===== src/rtl/axis_byte_packer_if.sv =====
// AXI-Stream source bundle driven by axis_byte_packer.
// The master side produces packed words; the slave side applies back-pressure.
interface axis_byte_packer_if #(
  parameter int LOGIC_SIZE = 32
);
  localparam int LANES = LOGIC_SIZE / 8;

  logic [LOGIC_SIZE-1:0] s_axis_tdata;
  logic [LANES-1:0]      s_axis_tkeep;
  logic                  s_axis_tlast;
  logic                  s_axis_valid;
  logic                  s_axis_ready;

  modport master (
    output s_axis_tdata,
    output s_axis_tkeep,
    output s_axis_tlast,
    output s_axis_valid,
    input  s_axis_ready
  );

  modport slave (
    input  s_axis_tdata,
    input  s_axis_tkeep,
    input  s_axis_tlast,
    input  s_axis_valid,
    output s_axis_ready
  );
endinterface


===== src/rtl/axis_byte_packer.sv =====
// Byte-to-word packer: drains a first-word-fall-through byte FIFO and
// presents packed LOGIC_SIZE-bit words on an AXI-Stream source through a
// small circular output buffer of OUT_DEPTH entries.
// Optional packet framing is enabled with the macro AXIS_PACK_TLAST_EN:
// i_last then closes the current word early with a partial tkeep and tlast=1.
// Without it, i_last is ignored, words always hold LANES bytes and tlast is 0.
module axis_byte_packer #(
  parameter int LOGIC_SIZE = 32,
  parameter int OUT_DEPTH  = 4
) (
  input  logic                       s_axis_aclk,
  input  logic                       s_axis_reset,
  input  logic [7:0]                 i_from_fifo,
  input  logic                       i_last,
  input  logic                       r_empty,
  output logic                       r_req,
  output logic [$clog2(OUT_DEPTH):0] o_level,
  axis_byte_packer_if.master         axis
);
  localparam int LANES  = LOGIC_SIZE / 8;
  localparam int LANE_W = $clog2(LANES);
  localparam int IDX_W  = $clog2(OUT_DEPTH);
  localparam int PTR_W  = IDX_W + 1;

  logic [LANE_W-1:0]     lane;
  logic [LOGIC_SIZE-1:0] asm_data;
  logic [LOGIC_SIZE-1:0] word_next;
  logic                  completes;
  logic                  push;
  logic                  pop;
  logic                  full;
  logic                  valid;
  logic [PTR_W-1:0]      wr_ptr;
  logic [PTR_W-1:0]      rd_ptr;
  logic [IDX_W-1:0]      wr_idx;
  logic [IDX_W-1:0]      rd_idx;
  logic [LOGIC_SIZE-1:0] mem_data [OUT_DEPTH];

`ifdef AXIS_PACK_TLAST_EN
  logic [LANES-1:0] keep_reg;
  logic [LANES-1:0] keep_next;
  logic [LANES-1:0] mem_keep [OUT_DEPTH];
  logic             mem_last [OUT_DEPTH];

  assign completes = (lane == LANE_W'(LANES - 1)) || i_last;
  assign keep_next = keep_reg | (LANES'(1) << lane);
`else
  logic unused_last;

  assign unused_last = i_last;
  assign completes   = (lane == LANE_W'(LANES - 1));
`endif

  assign wr_idx  = wr_ptr[PTR_W-2:0];
  assign rd_idx  = rd_ptr[PTR_W-2:0];
  assign full    = (wr_ptr[PTR_W-1] != rd_ptr[PTR_W-1]) &&
                   (wr_ptr[PTR_W-2:0] == rd_ptr[PTR_W-2:0]);
  assign o_level = wr_ptr - rd_ptr;
  assign valid   = (o_level != '0);

  // A completing byte is only taken when a buffer slot is free; ready is
  // deliberately not part of this so a same-cycle pop never frees a slot.
  assign r_req = !s_axis_reset && !r_empty && (!completes || !full);
  assign push  = r_req && completes;
  assign pop   = valid && axis.s_axis_ready;

  assign axis.s_axis_valid = valid;
  assign axis.s_axis_tdata = valid ? mem_data[rd_idx] : '0;
`ifdef AXIS_PACK_TLAST_EN
  assign axis.s_axis_tkeep = valid ? mem_keep[rd_idx] : '0;
  assign axis.s_axis_tlast = valid && mem_last[rd_idx];
`else
  assign axis.s_axis_tkeep = {LANES{valid}};
  assign axis.s_axis_tlast = 1'b0;
`endif

  // Merge the incoming byte into its lane of the partial word.
  always_comb begin
    word_next = asm_data;
    word_next[int'(lane)*8 +: 8] = i_from_fifo;
  end

  // Assembly register and lane pointer; cleared whenever a word is pushed.
  always_ff @(posedge s_axis_aclk) begin
    if (s_axis_reset) begin
      lane     <= '0;
      asm_data <= '0;
`ifdef AXIS_PACK_TLAST_EN
      keep_reg <= '0;
`endif
    end else if (r_req) begin
      if (completes) begin
        lane     <= '0;
        asm_data <= '0;
`ifdef AXIS_PACK_TLAST_EN
        keep_reg <= '0;
`endif
      end else begin
        lane     <= lane + 1'b1;
        asm_data <= word_next;
`ifdef AXIS_PACK_TLAST_EN
        keep_reg <= keep_next;
`endif
      end
    end
  end

  // Circular buffer pointers with an extra wrap bit to tell full from empty.
  always_ff @(posedge s_axis_aclk) begin
    if (s_axis_reset) begin
      wr_ptr <= '0;
      rd_ptr <= '0;
    end else begin
      if (push) begin
        wr_ptr <= wr_ptr + 1'b1;
      end
      if (pop) begin
        rd_ptr <= rd_ptr + 1'b1;
      end
    end
  end

  // Buffer storage; contents need no reset because valid gates the outputs.
  always_ff @(posedge s_axis_aclk) begin
    if (push) begin
      mem_data[wr_idx] <= word_next;
`ifdef AXIS_PACK_TLAST_EN
      mem_keep[wr_idx] <= keep_next;
      mem_last[wr_idx] <= i_last;
`endif
    end
  end
endmodule


===== src/flat_wrapper.sv =====
// flat-port wrapper written by rule: the top's interface ports become plain ports
module axis_byte_packer_flat 
#(
  parameter int LOGIC_SIZE = 32,
  parameter int OUT_DEPTH  = 4
)
  (s_axis_aclk, s_axis_reset, i_from_fifo, i_last, r_empty, r_req, o_level, axis_s_axis_tdata, axis_s_axis_tkeep, axis_s_axis_tlast, axis_s_axis_valid, axis_s_axis_ready);
  axis_byte_packer_if #(.LOGIC_SIZE(LOGIC_SIZE)) axis_i ();
  input  logic s_axis_aclk;
  input  logic s_axis_reset;
  input  logic [7:0] i_from_fifo;
  input  logic i_last;
  input  logic r_empty;
  output logic r_req;
  output logic [$clog2(OUT_DEPTH):0] o_level;
  output wire logic [$bits(axis_i.s_axis_tdata)-1:0] axis_s_axis_tdata;
  output wire logic [$bits(axis_i.s_axis_tkeep)-1:0] axis_s_axis_tkeep;
  output wire logic [$bits(axis_i.s_axis_tlast)-1:0] axis_s_axis_tlast;
  output wire logic [$bits(axis_i.s_axis_valid)-1:0] axis_s_axis_valid;
  input wire logic [$bits(axis_i.s_axis_ready)-1:0] axis_s_axis_ready;
  assign axis_s_axis_tdata = axis_i.s_axis_tdata;
  assign axis_s_axis_tkeep = axis_i.s_axis_tkeep;
  assign axis_s_axis_tlast = axis_i.s_axis_tlast;
  assign axis_s_axis_valid = axis_i.s_axis_valid;
  assign axis_i.s_axis_ready = axis_s_axis_ready;
  axis_byte_packer #(.LOGIC_SIZE(LOGIC_SIZE), .OUT_DEPTH(OUT_DEPTH)) u_core (.s_axis_aclk(s_axis_aclk), .s_axis_reset(s_axis_reset), .i_from_fifo(i_from_fifo), .i_last(i_last), .r_empty(r_empty), .r_req(r_req), .o_level(o_level), .axis(axis_i));
endmodule

===== config.mk =====
export PLATFORM = sky130hd
export DESIGN_NAME = axis_byte_packer_flat
export DESIGN_NICKNAME = d
export VERILOG_FILES = /design/src/rtl/axis_byte_packer_if.sv /design/src/rtl/axis_byte_packer.sv /design/src/flat_wrapper.sv
export SDC_FILE = /design/constraint.sdc
export NUM_CORES = 1
export LEC_CHECK = 0
export BUFFER_PORTS_ARGS = -buffer_cell sky130_fd_sc_hd__buf_2
export CAP_MARGIN = 15
export CORE_ASPECT_RATIO = 1.4
export CORE_UTILIZATION = 43
export CTS_CLUSTER_DIAMETER = 100
export DETAILED_ROUTE_END_ITERATION = 16
export PLACE_DENSITY = 0.66
export SETUP_SLACK_MARGIN = 0.05
export SKIP_CTS_REPAIR_TIMING = 1
export SYNTH_ARGS = -nofsm -noshare
export SYNTH_HDL_FRONTEND = slang
export SYNTH_SLANG_ARGS = --single-unit

===== constraint.sdc =====
create_clock -name s_axis_aclk -period 6.8 [get_ports s_axis_aclk]
set_input_delay 1.36 -clock s_axis_aclk [delete_from_list [all_inputs] [get_ports s_axis_aclk]]
set_output_delay 1.36 -clock s_axis_aclk [all_outputs]
set_load 0.05 [all_outputs]

==> impl_summary.log <==
INFO  metric grt_remaining_overflow = 0
INFO  metric worst-endpoint-required = 5.44 ns
INFO  metric die_w = around 110 um
INFO  metric cts_sinks = between 150 and 200
INFO  metric design.core.area = 0.0161 mm2
INFO  metric whs_endpoint = u_core.asm_data[22]$_SDFFE_PP0N_
INFO  metric max_cap_violations = 0
INFO  metric cp-end-kind = output pin
INFO  metric setup_repair_after_global_routing_missed_its_margin = false
INFO  metric route.detailed.wl_per_inst = 19.4 um
INFO  metric rr_startpoint = u_core.lane[0]$_SDFFE_PP0N_
INFO  metric clock_skew = 0.00746 ns
INFO  metric antenna_cells = 0
INFO  metric initial_utilization = between 40% and 50%
INFO  metric io_buffer_count = 52
INFO  metric area_growth = 14.7%
INFO  metric run_status = complete, no violations
INFO  metric path_max_fanout = 35
INFO  metric hold_path_depth = 1
INFO  metric r2r_slack = 3.95 ns
INFO  metric startpoint_class_of_the_critical_path = flip-flop
INFO  metric tritoncts = done
INFO  metric io_pins = 55
INFO  metric die_area = 0.0169 mm2
INFO  metric synth_nets = 477
INFO  metric criticalPathCategory = reg -> out
INFO  metric fin_tns_setup = 0 ns
INFO  metric fmax = 247 MHz
INFO  metric postSynthCellCount = 450
INFO  metric layout_commonest_cell = sky130_fd_sc_hd__edfxtp_1
INFO  metric report.final.setup_viol = 0
INFO  metric timing.rr.end = u_core.mem_data[3][4]$_DFFE_PP_
INFO  metric drt_drc_violations_left = 0
INFO  metric nNetsFinal = around 530
INFO  metric timing.final.hold_violations = 0
INFO  metric hold_start = u_core.asm_data[22]$_SDFFE_PP0N_
INFO  metric cellPowerDensity = approximately 380 mW/mm2
INFO  metric place.detailed.hpwl = 8420 um
INFO  metric synth-main-ff-cell = sky130_fd_sc_hd__edfxtp_1
INFO  metric clock-root-buffer = sky130_fd_sc_hd__clkbuf_16
INFO  metric vias_per_inst = approximately 5.5
INFO  metric layout.cells.most_common_list = 128 x sky130_fd_sc_hd__edfxtp_1, 52 x sky130_fd_sc_hd__buf_2, 41 x sky130_fd_sc_hd__dfxtp_1
INFO  metric clk_pin_slew_worst_paths = approximately 0.060 ns
INFO  metric share_of_synthesized_area_occupied_by_flip_flops_and_latches = between 60% and 70%
INFO  metric h_tree_lvl_count = 4
INFO  metric slew_headroom = around 48%
INFO  metric holdWs = about 0.46 ns
INFO  metric worst_reg2reg_path_depth = 6
INFO  metric drt-initial-drc-count = 241
INFO  metric synth-seq-cells = 170
INFO  metric route.vias.total = 3,937
INFO  metric synthDistinctLibCells = 37
INFO  metric synth_area = roughly 0.0070 mm2
INFO  metric layout_worst_path_cycle_share = 59.5%
INFO  metric ys_async_sr_fraction = 0%
INFO  metric track_usage = 18.0%
INFO  metric rows = 55
INFO  metric min-delay-path-class = reg -> reg
INFO  metric grt_start_max_net_pins = 36
INFO  metric post-place-cells = 681
INFO  metric grt_first_pass_wirelength = 22,100 um
INFO  metric stdcell_count = 714
INFO  metric drtPass1Iterations = 4
INFO  metric gp_congestion = roughly 0.78
INFO  metric first_global_vias = 4,126
INFO  metric die_height = 153 um
INFO  metric max-vdd-ir-drop = roughly 0.00037 V
INFO  metric clock_latency = 0.42 ns
INFO  metric clock_buffer_depth = 2
INFO  metric drt.antenna.violating_nets = 0
INFO  metric leakage_power_total = ~2.8 nW
INFO  metric avgSynthCellArea = 15.6 um2
INFO  metric synth_warnings = 0
INFO  metric timing.critical_path.arrival = 2.69 ns
INFO  metric cts-buffers-inserted = 17
INFO  metric postRouteWirelength = 13,800 um
INFO  metric antenna_violations_before_repair = 0
INFO  metric synth_enable_flop_cells = around 130
INFO  metric timing_worst_slew_pin_value = 0.781 ns
INFO  metric period_minus_slack = roughly 4.0 ns
INFO  metric final_max_slew_viol_count = 0
INFO  metric drive_above_1_share = 25.6%
-- logic make-up (layout without fill, tap and decap cells) --
| kind of cell | Yosys count | in the layout | share of synthesized area (%) |
|---|---|---|---|
| AOI/OAI and AO/OA | 75 | 75 | 8.17 |
| xor gates and xnor gates | 4 | 4 | 0.729 |
| adders and majority gates | 14 | 14 | 2.59 |
| buffers and inverters | 53 | 118 | 3.34 |
| DFF | 170 | 170 | 66.5 |
| muxes | 35 | 35 | 10.7 |
| other | 1 | 1 | 0.0533 |
| and+or+nand+nor | 98 | 98 | 7.91 |
-- flip-flops by register name, indices dropped and copies added, names as in the netlist, named ones only --
| name | cells |
|---|---|
| u_core.wr_ptr | 3 |
| u_core.lane | 2 |
| u_core.rd_ptr | 3 |
| u_core.asm_data | 32 |
| u_core.mem_data | 128 |
-- routing by layer --
| layer | GRT usage, % | wire length [um] | share of wire [%] | up-vias |
|---|---|---|---|---|
| met4 | 6.70 | 266 | 1.9 | 0 |
| met3 | 4.65 | 638 | 4.6 | 17 |
| li1 | - | - | - | 1809 |
| met5 | 0 | 0 | 0 | - |
| met1 | 20.5 | 5310 | 38 | 2018 |
| met2 | 31.7 | 7630 | 55 | 93 |
-- report_power, final --
group	leakage, nW	switching [mW]	internal (mW)
combinational	1.07	0.731	0.237
sequential	1.43	0.00755	1.12
clock	0.288	0.390	0.580
-- worst max-delay path, cell delays in order, from the launching register on --
cell	delay, ns
sky130_fd_sc_hd__dfxtp_1	0.36
sky130_fd_sc_hd__inv_1	0.11
sky130_fd_sc_hd__ha_1	0.21
sky130_fd_sc_hd__fa_1	0.38
sky130_fd_sc_hd__xor3_2	0.29
sky130_fd_sc_hd__nor3_4	0.12
sky130_fd_sc_hd__buf_4	0.40
sky130_fd_sc_hd__inv_1	0.15
sky130_fd_sc_hd__buf_2	0.24
-- cell usage after synthesis (all sizes together) (2+ instances only) --
cell type | number | area [um2]
xor2 | 2 | 17.5
a21o | 4 | 30.0
mux4 | 32 | 721
nor2b | 36 | 225
mux2i | 3 | 30.0
a21oi | 3 | 15.0
buf | 19 | 108
nor4 | 3 | 63.8
o22ai | 2 | 12.5
nand2 | 17 | 63.8
dfxtp | 42 | 841
and3 | 5 | 31.3
edfxtp | 128 | 3840
a22oi | 10 | 75.1
a22o | 33 | 289
clkbuf | 8 | 30.0
nor2 | 23 | 86.3
inv | 26 | 97.6
o21ai | 15 | 75.1
nor3 | 8 | 45.0
or3 | 3 | 18.8
o21ba | 3 | 30.0
ha | 13 | 163
-- worst max path at each step --
stage / start / to / slack, ns / cells past startpoint
floorplan: u_core.wr_ptr[0]$_SDFFE_PP0P_ / axis_s_axis_tdata[10] / 2.98 / 7
CTS: u_core.wr_ptr[0]$_SDFFE_PP0P_ / axis_s_axis_tkeep[2] / 2.68 / 8
global route: u_core.lane[0]$_SDFFE_PP0N_ / r_req / 2.56 / 5
detailed placement: r_empty / r_req / 2.98 / 4
finish: u_core.wr_ptr[0]$_SDFFE_PP0P_ / axis_s_axis_tkeep[2] / 2.75 / 8
global placement: r_empty / r_req / 2.99 / 4
-- cell type report --
cell class,count,area (um2)
fillers,1372,8030
repair buffers,60,318
flip-flops and latches,170,4690
inverters,26,97.6
multi-input cells,227,2130
well taps,199,249
clock inverters,14,169
clock buffers,18,429
-- metrics by stage --
| step | power (mW) | worst slack, ns | util [%] | cell area (um2) |
|---|---|---|---|---|
| after global routing | 3.18 | 2.56 | 50.1 | 8080 |
| after floorplan | 1.95 | 2.98 | - | 7040 |
| after global placement | 2.12 | 2.99 | 46.4 | 7470 |
| after CTS | 3.10 | 2.68 | 50.1 | 8070 |
| after detailed placement | 2.13 | 2.98 | 46.4 | 7470 |
| final | 3.06 | 2.75 | 50.1 | 8080 |
Note: power is estimated with default switching activity, not from simulation.
